<file path="src/rtl/fetch_stage_pkg.sv">
// rtl/fetch_stage_pkg.sv - shared types and constants for the instruction fetch stage
// Contents: FetchStates (FSM encoding), FetchEntry (queued {instr, pc}),
// WORD_BYTES and next_word_pc() (32-bit wrapping PC increment).
// Macro FETCH_MISALIGN_CHECK_EN adds the TRAP state.
package fetch_stage_pkg;

    localparam int WORD_BYTES = 4;

`ifdef FETCH_MISALIGN_CHECK_EN
    typedef enum logic [1:0] {
        IDLE  = 2'd0,
        FETCH = 2'd1,
        TRAP  = 2'd2
    } FetchStates;
`else
    typedef enum logic [1:0] {
        IDLE  = 2'd0,
        FETCH = 2'd1
    } FetchStates;
`endif

    typedef struct packed {
        logic [31:0] instr;
        logic [31:0] pc;
    } FetchEntry;

    function automatic logic [31:0] next_word_pc(input logic [31:0] pc);
        return pc + 32'(WORD_BYTES);
    endfunction

endpackage

</file>
<file path="src/rtl/fetch_queue.sv">
// rtl/fetch_queue.sv - small power-of-2 FIFO with push/pop/flush, count and full/empty
// Ports: i_clk, i_rst (sync, active-high), i_push/i_data write tail, i_pop drops head,
// i_flush empties the queue; o_head is the head entry read combinationally from storage,
// o_count/o_full/o_empty report occupancy.
module fetch_queue #(
    parameter int WIDTH = 32,
    parameter int DEPTH = 2
) (
    input  logic                   i_clk,
    input  logic                   i_rst,
    input  logic                   i_push,
    input  logic [WIDTH-1:0]       i_data,
    input  logic                   i_pop,
    input  logic                   i_flush,
    output logic [WIDTH-1:0]       o_head,
    output logic [$clog2(DEPTH):0] o_count,
    output logic                   o_full,
    output logic                   o_empty
);

    localparam int AW = $clog2(DEPTH);
    localparam int CW = AW + 1;

    logic [WIDTH-1:0] r_mem [DEPTH];
    logic [AW-1:0]    r_rd_ptr;
    logic [AW-1:0]    r_wr_ptr;
    logic [CW-1:0]    r_count;
    logic             w_pop;
    logic             w_push;

    assign o_empty = (r_count == '0);
    assign o_full  = (r_count == CW'(DEPTH));
    assign o_count = r_count;
    assign o_head  = r_mem[r_rd_ptr];

    // A pop in the same cycle frees the slot, so push+pop on a full queue is honoured.
    assign w_pop  = i_pop & ~o_empty;
    assign w_push = i_push & (~o_full | w_pop);

    always_ff @(posedge i_clk) begin
        if (i_rst) begin
            r_rd_ptr <= '0;
            r_wr_ptr <= '0;
            r_count  <= '0;
            for (int i = 0; i < DEPTH; i++) begin
                r_mem[i] <= '0;
            end
        end else if (i_flush) begin
            r_rd_ptr <= '0;
            r_wr_ptr <= '0;
            r_count  <= '0;
        end else begin
            if (w_push) begin
                r_mem[r_wr_ptr] <= i_data;
                r_wr_ptr        <= r_wr_ptr + AW'(1);
            end
            if (w_pop) begin
                r_rd_ptr <= r_rd_ptr + AW'(1);
            end
            r_count <= r_count + CW'(w_push) - CW'(w_pop);
        end
    end

endmodule

</file>
<file path="src/rtl/fetch_stage.sv">
// rtl/fetch_stage.sv - PC generation and in-order instruction fetch feeding decode
// Ports: iClk/iRst (sync, active-high); oImemReq/oImemAddr/iImemGnt request side;
// iImemRvalid/iImemRdata in-order responses; oValid/iReady/oInstruction/oPC/oPCPlus4
// toward decode; iRedirect/iRedirectPC taken branch/jump from execute;
// oMisalign sticky misaligned-target trap (only with FETCH_MISALIGN_CHECK_EN).
module fetch_stage
    import fetch_stage_pkg::*;
#(
    parameter logic [31:0] RESET_PC    = 32'h0000_0000,
    parameter int          QUEUE_DEPTH = 2
) (
    input  logic        iClk,
    input  logic        iRst,
    output logic        oImemReq,
    output logic [31:0] oImemAddr,
    input  logic        iImemGnt,
    input  logic        iImemRvalid,
    input  logic [31:0] iImemRdata,
    output logic        oValid,
    input  logic        iReady,
    output logic [31:0] oInstruction,
    output logic [31:0] oPC,
    output logic [31:0] oPCPlus4,
    input  logic        iRedirect,
    input  logic [31:0] iRedirectPC
`ifdef FETCH_MISALIGN_CHECK_EN
    ,
    output logic        oMisalign
`endif
);

    localparam int CW = $clog2(QUEUE_DEPTH) + 1;

    FetchStates    r_state;
    FetchStates    w_state_next;
    logic [31:0]   r_pc;
    logic [CW-1:0] r_drop;

    logic          w_req;
    logic          w_grant;
    logic          w_misalign_redirect;
    logic [31:0]   w_redirect_pc;
    logic          w_discard;
    logic          w_iq_push;
    logic          w_iq_pop;
    logic          w_iq_flush;
    logic [63:0]   w_iq_head;
    logic [CW-1:0] w_iq_count;
    logic          w_iq_full;
    logic          w_iq_empty;
    logic          w_if_pop;
    logic [31:0]   w_if_head;
    logic [CW-1:0] w_if_count;
    logic          w_if_full;
    logic          w_if_empty;
    logic [CW-1:0] w_outstanding_next;
    FetchEntry     w_head;

    // The in-flight address FIFO occupancy is the outstanding-request count.
    assign w_grant            = w_req & iImemGnt;
    assign w_if_pop           = iImemRvalid & ~w_if_empty;
    assign w_outstanding_next = w_if_count + CW'(w_grant) - CW'(w_if_pop);
    assign w_redirect_pc      = iRedirectPC & ~32'h3;

`ifdef FETCH_MISALIGN_CHECK_EN
    logic r_misalign;
    assign w_misalign_redirect = iRedirect & (iRedirectPC[1:0] != 2'b00);
    assign w_iq_flush          = iRedirect | (r_state == TRAP);
    assign oMisalign           = r_misalign;
    always_ff @(posedge iClk) begin
        if (iRst) begin
            r_misalign <= 1'b0;
        end else if (w_misalign_redirect) begin
            r_misalign <= 1'b1;
        end
    end
`else
    assign w_misalign_redirect = 1'b0;
    assign w_iq_flush          = iRedirect;
`endif

    // A response arriving in a redirect cycle belongs to the old path and is
    // excluded from the new drop count, so it must be discarded here.
    assign w_discard = (r_drop != '0) | iRedirect;
    assign w_iq_push = w_if_pop & ~w_discard;
    assign w_iq_pop  = ~w_iq_empty & iReady & ~iRedirect;

    always_comb begin
        w_state_next = r_state;
        w_req        = 1'b0;
        case (r_state)
            IDLE:    w_state_next = FETCH;
            FETCH:   w_req = (({1'b0, w_if_count} + {1'b0, w_iq_count}) < (CW + 1)'(QUEUE_DEPTH))
                             & ~w_iq_full & ~w_if_full;
            default: w_state_next = r_state;
        endcase
`ifdef FETCH_MISALIGN_CHECK_EN
        if (w_misalign_redirect) begin
            w_state_next = TRAP;
            w_req        = 1'b0;
        end
`endif
    end

    always_ff @(posedge iClk) begin
        if (iRst) begin
            r_state <= IDLE;
            r_pc    <= RESET_PC;
            r_drop  <= '0;
        end else begin
            r_state <= w_state_next;
            if (iRedirect) begin
                r_pc   <= w_redirect_pc;
                r_drop <= w_outstanding_next;
            end else begin
                if (w_grant) begin
                    r_pc <= next_word_pc(r_pc);
                end
                if (w_if_pop && (r_drop != '0)) begin
                    r_drop <= r_drop - CW'(1);
                end
            end
        end
    end

    fetch_queue #(.WIDTH(32), .DEPTH(QUEUE_DEPTH)) u_inflight (
        .i_clk   (iClk),
        .i_rst   (iRst),
        .i_push  (w_grant),
        .i_data  (r_pc),
        .i_pop   (w_if_pop),
        .i_flush (1'b0),
        .o_head  (w_if_head),
        .o_count (w_if_count),
        .o_full  (w_if_full),
        .o_empty (w_if_empty)
    );

    fetch_queue #(.WIDTH(64), .DEPTH(QUEUE_DEPTH)) u_instq (
        .i_clk   (iClk),
        .i_rst   (iRst),
        .i_push  (w_iq_push),
        .i_data  ({iImemRdata, w_if_head}),
        .i_pop   (w_iq_pop),
        .i_flush (w_iq_flush),
        .o_head  (w_iq_head),
        .o_count (w_iq_count),
        .o_full  (w_iq_full),
        .o_empty (w_iq_empty)
    );

    assign w_head       = FetchEntry'(w_iq_head);
    assign oImemReq     = w_req;
    assign oImemAddr    = r_pc;
    assign oValid       = ~w_iq_empty;
    // Head fields are zeroed while empty so idle outputs read as 0.
    assign oInstruction = oValid ? w_head.instr : 32'h0;
    assign oPC          = oValid ? w_head.pc : 32'h0;
    assign oPCPlus4     = oValid ? next_word_pc(w_head.pc) : 32'h0;

endmodule

</file>
<file path="config.mk">
export PLATFORM = sky130hd
export DESIGN_NAME = fetch_stage
export DESIGN_NICKNAME = d
export VERILOG_FILES = /design/src/rtl/fetch_stage_pkg.sv /design/src/rtl/fetch_queue.sv /design/src/rtl/fetch_stage.sv
export SDC_FILE = /design/constraint.sdc
export NUM_CORES = 1
export LEC_CHECK = 0
export CORE_MARGIN = 2
export CORE_UTILIZATION = 30
export CTS_BUF_LIST = sky130_fd_sc_hd__clkbuf_4 sky130_fd_sc_hd__clkbuf_8
export CTS_CLUSTER_DIAMETER = 120
export CTS_CLUSTER_SIZE = 16
export DETAILED_ROUTE_END_ITERATION = 10
export SYNTH_ARGS = -nofsm -noshare
export SYNTH_HDL_FRONTEND = slang
export SYNTH_HIERARCHICAL = 1
export SYNTH_SLANG_ARGS = --single-unit
</file>
<file path="constraint.sdc">
create_clock -name iClk -period 3.37 [get_ports iClk]
set_input_delay 0.5055 -clock iClk [delete_from_list [all_inputs] [get_ports iClk]]
set_output_delay 0.5055 -clock iClk [all_outputs]
set_load 0.005 [all_outputs]
</file>
* Word-level counts from Yosys, hierarchy flattened *
Memories as Yosys holds them, arrays and structs flattened. A register that Yosys moved wholly into a read port is not among the register bits.
Index checks and enable logic that the tools add are counted.

storage, ports and cells
  memories = 2
  register bits after elaboration = 43
  output and inout bits = 130
  memory bits (writable) = 192
  logic and storage cells = 86
  input port bits = 70

cells by class
  add/sub/neg operators = 14
  mux-type cells = 27
  order comparisons = 1
  bitwise operators = 20
  reduce and logical (&&, ||, !) cells = 10
  equality and inequality tests = 2

memory list
  memory            words  width  read ports  clocked after memory_dff  write ports  line               text
  u_instq.r_mem     2      64     1           1                         2            fetch_queue.sv:24  logic [WIDTH-1:0] r_mem [DEPTH];
  u_inflight.r_mem  2      32     1           1                         2            fetch_queue.sv:24

operators with widths
  operator                                                    number
  two-way mux 32 bit                                          6
  adder 32 x 3 -> 32 bit, second input constant               2
  two-way mux 64 bit                                          1
  OR reduction 64 bit                                         1
  OR reduction 32 bit                                         1
  two-way mux 1 bit                                           18
  bitwise AND 1 bit                                           11
  adder 2 x 1 -> 2 bit                                        3
  zero test 2 bit                                             3
  inverter 1 bit                                              6
  nonzero test 2 bit                                          3
  subtractor 2 x 1 -> 2 bit                                   3
  adder 1 bit, second input constant                          4
  equality test 2 bit, second input constant                  2
  two-way mux 2 bit                                           2
  adder 2 x 2 -> 3 bit                                        1
  less-than comparator 3 x 2 -> 1 bit, second input constant  1
  OR 1 bit                                                    3
  OR reduction 2 bit                                          1
  subtractor 2 x 1 -> 2 bit, second input constant            1
  logical AND 1 bit                                           1

* Depth between registers and ports, before layout *
  depth after elaboration = 13
  mapped depth = 12
  mapped depth without buffers = 11

* Cells and area by module *
The synthesis kept the hierarchy.

modules (own cells, without submodules)
  module                    cells each  area an instance (µm²)  instances
  fetch_queue (u_instq)     372         5,863.1                 1
  fetch_stage               482         3,429.5                 1
  fetch_queue (u_inflight)  201         3,069.2                 1

* Least setup slack after synthesis *
Ideal clock, no wire load.

  kind = flip-flop to flip-flop
  start point = reg u_inflight.r_count[0] (netlist: u_inflight/o_count[0])
  end point = mem u_inflight.r_mem[2][0] (netlist: u_inflight/r_mem[1][0]), enable pin
  buffers on the path = 0
  slack = -0.085 ns
  data arrival time = 3.064 ns
  cell stages (with the launch flop) = 7
  required time = 2.979 ns
  setup time = 0.391 ns
  path through = dfxtp_1 -> and2_1 -> fa_1 -> nand4bb_1 -> nor2_1 -> nor3b_4 -> or2_1

RTL lines
  item                      line               text
  start: declaration        fetch_queue.sv:27  logic [CW-1:0] r_count;
  start signal: assignment  fetch_queue.sv:60  r_count <= r_count + CW'(w_push) - CW'(w_pop);
  end: declaration          fetch_queue.sv:24

==> summary.md <==
| Metric | Value |
|---|---|
| H-tree depth | 1 |
| Sequential fraction of the synthesis area | 0.5360 |
| Total negative slack | 0 ns |
| Largest cells by area after synthesis | edfxtp_1 (47%), and2_1 (8.9%), mux2_2 (8.8%), dfxtp_1 (7.0%), nor2b_1 (3.5%) |
| Delay-heaviest family, CP | simple AND/OR/NAND/NOR gates |
| Top cell type's share of synthesized area | 0.4664 |
| CP cell instances | buf_4 -> mux2_2 -> and4_4 -> nand4_1 -> buf_6 -> or4_4 -> a21oi_2 -> dlygate4sd2_1 |
| Most common cell in the netlist | edfxtp_1 |
| Worst slew margin | 0.5643 |
| RSZ-0062 raised after global routing | true |
| Root buf cell | clkbuf_8 |
| Crit path launch type | flip-flop |
| Layout cells sized above 1 | 0.1934 |
| Largest net degree at the start of global routing | 66 |
| Syn Std Cell Area | 12360 um^2 |
| Pins over their slew limit | 0 |
| Global route overflow | 0 |
| F_max | ~0.3 GHz |
| PwrDens | approximately 340 nW/um^2 |
| Routed vias | 8630 |
| Cells after synthesis | 1055 |
| Final hold viol count | 0 |
| Post-DP HPWL | ~22000 um |
| Final setup violation count | 0 |
| Distinct cell type count after synthesis | 70 |
| Nets | approximately 1300 |
| Drt total wl | around 31000 um |
| Initial antenna violation count | 0 |
| CTS Buf Count | 18 |
| Worst path max stage delay | around 0.48 ns |
| Post-synth ARST share | 0 |
| Post-layout min period | about 3.3 ns |
| Largest fanout on the critical path | 15 |
| Pre-antenna DRT Iters | 5 |
| Drt via density | 4.797 |
| Die area | 42850 um^2 |
| Ports | 200 |
| Post-route DRC | 0 |
| Clk Latency, worst-skew pair | 0.55 ns |
| Worst Path Buf+Inv | 3 |
| Slowest-stage cell, CP | or4_4 |
| Leak Pwr | 5.628 nW |
| Layout Skew | 0.02519 ns |
| IO buf count | around 200 |
| Main synth FF type | edfxtp_1 |
| Die H | approximately 210 um |
| Total GRT Usage | 0.1440 |
| Reg clk slew, reported paths | roughly 0.10 ns |
| Number of global-route vias before repair | approximately 8300 |
| Post-DR wirelength/cell | approximately 17 um |
| Fin cells | ~1800 |
| Hold_sp | iRedirectPC[3] |
| Initial Util | 0.3034 |
| IR drop worst, VDD | just over 200 uV |
| YS warnings | 6 |
| Critical Path RT | approximately 2.9 ns |
| Area leader, netlist | edfxtp_1 |
| Worst slew pin tran | around 0.65 ns |
| Worst r2r src | u_instq/o_count[0] |
| DIE WIDTH | 207.0 um |
| Fin crit share | 0.9681 |
| First-pass GRT wire length | around 49000 um |
| Placed insts | between 1500 and 2000 |
| DR iter-0 viols | about 410 |
| Max Cap Viol | 0 |
| Data arrival, critical path | 2.76 ns |
| Status | completed |
| Hold WC Path Type | input port to flip-flop |
| CTS tree | done |
| Avg Inst Size Synth | 11.72 um^2 |
| Register bit total from synthesis | 235 |
| Final ANT Viol Nets | 0 |
| Row cnt | 74 |
| Cts hold-fix bufs | 0 |
| Core area | 40740 um^2 |
| GP Congestion | ~0.8 |
| Clk sink count | about 240 |
| Post-synth EDFFs | between 150 and 200 |
| Top cells by count, synth | edfxtp_1 (192), and2_1 (175), mux2_2 (97), nor2b_1 (70), nor2_1 (65) |
| Synth-to-layout area growth | 26.52% |
| Crit. End Element | output port |
| Setup CP Type | flip-flop to output port |
| CTS max path bufs | 3 |
| Antenna cells | 0 |
-- tightest hold or removal path, stage by stage --
cell and delay (ns):
clkdlybuf4s50_1 0.39, nor2_1 0.08, a211oi_1 0.05
-- metal layers --
| layer | share of wire | vias to the layer above | track usage | wire length, um |
|---|---|---|---|---|
| met3 | 0.054 | 36 | 0.02088 | 1690 |
| met1 | 0.48 | 4149 | 0.2114 | 14920 |
| met2 | 0.45 | 257 | 0.2255 | 14040 |
| li1 | - | 4188 | - | - |
| met5 | 0 | - | 0 | 0 |
| met4 | 0.017 | 0 | 0.02888 | 537 |
-- cells in the final DEF, fill, tap and decap left out, types with 10 or more instances in the layout --
| cell | synthesis | final |
|---|---|---|
| nand4_1 | 19 | 19 |
| o21ai_0 | 23 | 23 |
| dfxtp_1 | 43 | 41 |
| or3_1 | 14 | 14 |
| buf_12 | 0 | 12 |
| nor2b_1 | 70 | 70 |
| edfxtp_1 | 192 | 192 |
| xor2_1 | 17 | 17 |
| or4_1 | 15 | 14 |
| and2_1 | 175 | 174 |
| xnor2_1 | 12 | 12 |
| a211oi_1 | 10 | 10 |
| and3_1 | 15 | 14 |
| conb_1 | 1 | 10 |
| clkbuf_8 | 1 | 18 |
| and2_2 | 23 | 24 |
| clkdlybuf4s50_1 | 0 | 174 |
| nand3_1 | 24 | 21 |
| o31ai_1 | 14 | 14 |
| nand2_1 | 23 | 23 |
| nor2_1 | 65 | 63 |
| a311oi_1 | 13 | 13 |
| mux2_4 | 0 | 19 |
| mux2_2 | 97 | 78 |
| inv_1 | 16 | 16 |
| buf_4 | 5 | 33 |
-- registers in the layout, summed over array words and instances, names as in the netlist, 2 cells and up, named ones only --
| signal | cells |
|---|---|
| oImemAddr | 30 |
| u_instq/o_count | 2 |
| r_drop | 2 |
| u_inflight/r_mem | 64 |
| u_instq/r_mem | 128 |
| u_inflight/o_count | 2 |
-- worst paths after layout --
path | slack (ns) | cells past startpoint | end
worst max-delay path | 0.11 | 8 | oPCPlus4[26]
worst min-delay path | 0.53 | 3 | oImemAddr[3]
worst max register to register | 0.48 | 12 | u_inflight/o_count[1]
worst min register to register | 0.58 | 2 | u_inflight/r_rd_ptr
-- power breakdown --
part           internal (W)  total (W)  leakage [nW]  switching [W]
sequential          0.00323    0.00331          2.35      0.0000801
combinational      0.000230   0.000430          3.11       0.000199
clock              0.000581    0.00150         0.172       0.000923
-- logic make-up (layout without fill, tap and decap cells) --
group	after synthesis	in the layout	share of synthesized area
flops	235	235	0.5360
other cells	1	10	0.0003034
simple gates	503	503	0.2484
xor+xnor	29	29	0.02055
buf+inv	87	290	0.04302
fa+ha+maj	8	8	0.008704
mux	102	102	0.09281
compound gates	90	90	0.05020
-- area by class of cell --
class	instances	area (um^2)
Clock inverter	3	17.52
Clock buffer	25	300.3
Sequential cell	235	6631
Timing Repair Buffer	245	2499
Fill cell	3968	25100
Inverter	17	63.81
Multi-Input combinational cell	742	5463
Tap cell	532	665.6
-- metrics by stage --
stage          total power (W)  utilization  instance area, um^2  setup WS [ns]  hold slack, ns
6_report              0.005247       0.3839                15640         0.1074          0.5267
5_1_grt               0.005493       0.3839                15640       -0.01748          0.5201
4_1_cts               0.005329       0.3816                15540       -0.03563          0.4985
3_5_place_dp          0.003801       0.3691                15040         0.2536          0.5573
3_3_place_gp          0.003794       0.3691                15040         0.2132          0.5333
2_1_floorplan         0.003548            -                12400         0.1197          0.5200
-- timing repair --
item / 4_1_cts / 5_1_grt
endpoints found under the setup margin: 18 / 20
pin swaps: 6 / 7
resized for setup: 60 / 28
setup buffers: 6 / 1
Power figures use the tool's default switching activity.
